**src/rtl/alu_seq_pkg.sv**
```systemverilog
// Shared constants for the 84CP ALU sequencer: ALU function codes and FSM state encodings.
package alu_seq_pkg;

  localparam logic [1:0] FN_SUB   = 2'b00;
  localparam logic [1:0] FN_XOR   = 2'b01;
  localparam logic [1:0] FN_PASSA = 2'b10;
  localparam logic [1:0] FN_PASSB = 2'b11;

  localparam logic [1:0] ST_IDLE = 2'd0;
  localparam logic [1:0] ST_LO   = 2'd1;
  localparam logic [1:0] ST_HI   = 2'd2;
  localparam logic [1:0] ST_RESP = 2'd3;

endpackage

```
**src/rtl/alu_seq.sv**
```systemverilog
// Sequences 16/32-bit requests through the external 16-bit ALU one half-word per cycle,
// chaining the borrow between halves, and returns a registered result.
module alu_seq
  import alu_seq_pkg::*;
#(
  parameter bit LONG_EN = 1'b1
) (
  input  logic        clk,
  input  logic        rst,
  input  logic        req_valid,
  output logic        req_ready,
  input  logic [1:0]  req_op,
  input  logic        req_long,
  input  logic        req_bin,
  input  logic [31:0] req_a,
  input  logic [31:0] req_b,
  output logic [15:0] alu_a,
  output logic [15:0] alu_b,
  output logic        alu_cin,
  output logic [1:0]  alu_func,
  input  logic [15:0] alu_out,
  input  logic        alu_cout,
  output logic        rsp_valid,
  input  logic        rsp_ready,
  output logic [31:0] rsp_data,
  output logic        rsp_borrow,
  output logic        rsp_zero,
  output logic [1:0]  fsm_state
);

  // Handshakes: a transfer happens on a rising edge where valid and ready are both high;
  // req_ready is high only in IDLE, rsp_valid only in RESP, and rsp_* hold until taken.

  logic [1:0]  state;
  logic [1:0]  op;
  logic        long_op;
  logic        bin;
  logic [31:0] a;
  logic [31:0] b;
  logic [31:0] res;
  logic        brw;

  always_ff @(posedge clk or posedge rst) begin
    if (rst) begin
      state   <= ST_IDLE;
      op      <= FN_SUB;
      long_op <= 1'b0;
      bin     <= 1'b0;
      a       <= 32'd0;
      b       <= 32'd0;
      res     <= 32'd0;
      brw     <= 1'b0;
    end else begin
      case (state)
        ST_IDLE: begin
          if (req_valid) begin
            op      <= req_op;
            long_op <= req_long & LONG_EN;
            bin     <= req_bin;
            a       <= req_a;
            b       <= req_b;
            res     <= 32'd0;
            brw     <= 1'b0;
            state   <= ST_LO;
          end
        end
        ST_LO: begin
          res[15:0] <= alu_out;
          brw       <= alu_cout;
          state     <= long_op ? ST_HI : ST_RESP;
        end
        ST_HI: begin
          res[31:16] <= alu_out;
          brw        <= alu_cout;
          state      <= ST_RESP;
        end
        ST_RESP: begin
          if (rsp_ready) state <= ST_IDLE;
        end
        default: state <= ST_IDLE;
      endcase
    end
  end

  // ALU pins come from registers only; the high half is shown just during HI.
  assign alu_a    = (state == ST_HI) ? a[31:16] : a[15:0];
  assign alu_b    = (state == ST_HI) ? b[31:16] : b[15:0];
  assign alu_cin  = (state == ST_HI) ? brw : bin;
  assign alu_func = op;

  assign req_ready  = (state == ST_IDLE);
  assign rsp_valid  = (state == ST_RESP);
  assign rsp_data   = res;
  assign rsp_borrow = brw;
  assign rsp_zero   = (state == ST_RESP) && (long_op ? (res == 32'd0) : (res[15:0] == 16'd0));
  assign fsm_state  = state;

endmodule

```
**config.mk**
```make
export PLATFORM = sky130hd
export DESIGN_NAME = alu_seq
export DESIGN_NICKNAME = d
export VERILOG_FILES = /design/src/rtl/alu_seq_pkg.sv /design/src/rtl/alu_seq.sv
export SDC_FILE = /design/constraint.sdc
export NUM_CORES = 1
export LEC_CHECK = 0
export ABC_AREA = 0
export CAP_MARGIN = 25
export CORE_AREA = 4 4 110 112
export DETAILED_ROUTE_END_ITERATION = 12
export DIE_AREA = 0 0 114 116
export PLACE_DENSITY = 0.78
export SETUP_SLACK_MARGIN = 0.3
export SLEW_MARGIN = 20
export SYNTH_ARGS = -nofsm -noshare
export SYNTH_HDL_FRONTEND = slang
export SYNTH_SLANG_ARGS = --single-unit
```
**constraint.sdc**
```tcl
create_clock -name clk -period 4.2 [get_ports clk]
set_clock_uncertainty 0.05 [all_clocks]
set_input_delay 0.63 -clock clk [delete_from_list [all_inputs] [get_ports clk]]
set_output_delay 0.63 -clock clk [all_outputs]
set_load 0.05 [all_outputs]
```
==> metrics.md <==
| Metric | Value |
|---|---|
| Wire length of the first global-routing pass | 17100 microns |
| Final Hold Viols | 0 |
| Worst-case clock buffer depth | 2 |
| Relative slew slack | 0.419 |
| GR Overflow Total | 0 |
| Final Wtd Congestion | about 0.81 |
| Placement Rows | 39 |
| Chip Width | 114 microns |
| Nets | 549 |
| Post-synth EDFFs | 0 |
| Worst Path Required | 3.52 ns |
| Net Sw Frac | 0.447 |
| Ys async rst share | 1.00 |
| Clock network power share | 0.144 |
| Power density cells | between 900 and 1000 nW/um^2 |
| Most frequent cell after synthesis | dfrtp_1 |
| Initial antenna violation count | 0 |
| Clk slew on worst S/H paths | 0.06 ns |
| Total detailed-routing wirelength | between 10000 and 15000 microns |
| Sequential share of power | 0.280 |
| CP Data Arrival Time | 2.62 ns |
| Max Fanout on Critical Path | 35 |
| Sink Count | 103 |
| Setup TNS | 0 ns |
| First DRT Iteration DRCs | 190 |
| Layout area overhead | 48.0% |
| # H-tree levels | 3 |
| Period minus WS final | 3.30 ns |
| Io pins | 162 |
| Fin cells | 603 |
| Synth Register Bits | 103 |
| Post-synth top area share | 0.590 |
| VDD IR-drop max | 0.000598 V |
| CTS tree | done |
| Ranking of synthesized cells by area | dfrtp_1 59%, mux2_2 26%, a22o_1 6.2% |
| Yosys cell types | 26 |
| RSZ-0062 raised after global routing | no |
| Sequential cell area | approximately 2600 sq um |
| Post-DP HPWL | 7950 microns |
| Fillers | 917 |
| Synth area leader | dfrtp_1 |
| Synth Net Count | 388 |
| Seq/Total Area, Yosys | 0.590 |
| Mapped Cells | about 290 |
| Slew Limit Fails | 0 |
| Worst skew pair latency | ~0.34 ns |
| Multi-input logic area | 1680 sq um |
| Diode count | 0 |
| Startpoint Class | flip-flop |
| WL/cell | 18.0 microns |
| Core Area | between 10000 and 15000 sq um |
| IO buf count | ~160 |
| Setup violators final | 0 |
| Mapped Avg Cell Area | approximately 15 sq um |
| Largest net degree at the start of global routing | 78 |
| Die Area | ~13000 sq um |
| Comb power frac | 0.577 |
| Gr usage total | 0.165 |
| Post-CTS setup buffer count | 0 |
| Switching power | 2.82 mW |
| Final worst path period share | 0.785 |
| Mapped Area | 4370 sq um |
| Min-Delay Path Class | reg -> reg |
| Placed Cells | 586 |
| Internal | 3.49 mW |
| Root Buffer | clkbuf_16 |
| Vias per cell | 5.07 |
| CTS Buf Count | 9 |
| Starting density of the core | 0.389 |
| DRC Markers | 0 |
| Post-route ant nets | 0 |
| Number of detailed-route iterations in the first pass | 4 |
| DR vias | around 3100 |
| Status | finished clean |
| Static Leak | 2.73 nW |
| Die height | 116 microns |
| Least-Margin Pin Slew | 0.871 ns |
| Top_reg_cell synth | dfrtp_1 |
| Syn. warnings | 0 |
| Layout cells sized above 1 | 0.272 |
| Max Freq | 303 MHz |
| Setup Crit Path Kind | reg -> out |
| Cts hold-fix bufs | 0 |
| Vias in the first global route | 3344 |
| Post_cts resized | 0 |
| Max_cap viols | 0 |
| List of most frequent post-synthesis cells | 103 x dfrtp_1, 99 x mux2_2, 31 x a22o_1 |
| Worst setup EP type | output port |
## cells by family (layout without fill, tap and decap cells)
family,count (synthesis),after routing,synth area share
compound gates,41,41,0.0773
mux,103,103,0.265
buf+inv,21,187,0.0263
fa+ha+maj,5,5,0.0143
simple gates,21,21,0.0269
flops,103,103,0.590
## cell type report
type / instances / area share
clock buffer: 10 / 0.0370
tap: 143 / 0.0277
sequential: 103 / 0.399
multi-input combinational: 170 / 0.260
inverter: 4 / 0.00271
clock inverter: 6 / 0.0143
timing repair buffer: 167 / 0.259
## layer usage
metal / global-route usage / share of wire / vias up / wire (microns)
met4: 0.0412 / 0.012 / 0 / 127
met2: 0.270 / 0.49 / 112 / 5350
met5: 0 / 0 / - / 0
met3: 0.0527 / 0.072 / 11 / 779
met1: 0.215 / 0.42 / 1522 / 4620
li1: - / - / 1413 / -
## layout by cell type (no fill, tap or decap), drive strengths merged, types with 3 or more instances in the layout
cell type,instances
nand2,3
o21ai,4
clkdlybuf4s50,161
a22o,31
buf,6
nor2,4
ha,5
inv,5
clkbuf,10
mux2,102
nor4,7
dfrtp,103
## worst max-delay path, stage by stage (launching register included)
cell and delay (ns):
dfrtp_1 0.41, inv_1 0.16, ha_2 0.18, buf_4 0.39
mux2_2 0.39, clkdlybuf4s50_1 0.71
## registers in the layout (all words and copies together), names as in the netlist
signal      cells
a              32
alu_func        2
b              32
bin             1
fsm_state       2
long_op         1
rsp_borrow      1
rsp_data       32
## through the flow
| stage | cell area [sq um] | hold WS [ns] | worst slack (ns) | total power, mW | utilization |
|---|---|---|---|---|---|
| 3_3_place_gp | 6090 | 0.422 | 1.28 | 5.35 | 0.543 |
| 3_5_place_dp | 6100 | 0.430 | 1.25 | 5.43 | 0.544 |
| 2_1_floorplan | 4370 | 0.410 | 0.816 | 4.31 | - |
| 6_report | 6460 | 0.446 | 0.901 | 6.31 | 0.576 |
| 5_1_grt | 6460 | 0.471 | 0.749 | 6.64 | 0.576 |
| 4_1_cts | 6430 | 0.446 | 0.863 | 6.36 | 0.573 |
## power by group through the flow
| stage | Clock (mW) | Combinational [mW] | Sequential [mW] |
|---|---|---|---|
| after floorplan | 0 | 2.11 | 2.20 |
| after global placement | 0 | 3.59 | 1.76 |
| after detailed placement | 0 | 3.65 | 1.78 |
| after CTS | 0.930 | 3.67 | 1.76 |
| after global routing | 0.984 | 3.83 | 1.83 |
| final | 0.906 | 3.64 | 1.76 |
## worst paths after layout
check | startpoint | end | slack, ns | cells past startpoint
min in group asynchronous | rst | b[27]$_DFFE_PP0P_ | 0.56 | 2
worst max register to register | fsm_state[1]$_DFFE_PP0P_ | b[11]$_DFFE_PP0P_ | 1.92 | 5
max in group asynchronous | rst | a[7]$_DFFE_PP0P_ | 2.73 | 4
worst max-delay path | fsm_state[0]$_DFFE_PP0P_ | alu_b[6] | 0.90 | 5
worst min register to register | b[6]$_DFFE_PP0P_ | b[6]$_DFFE_PP0P_ | 0.45 | 1
worst min-delay path | b[6]$_DFFE_PP0P_ | b[6]$_DFFE_PP0P_ | 0.45 | 1
Note: power is estimated with default switching activity, not from simulation.
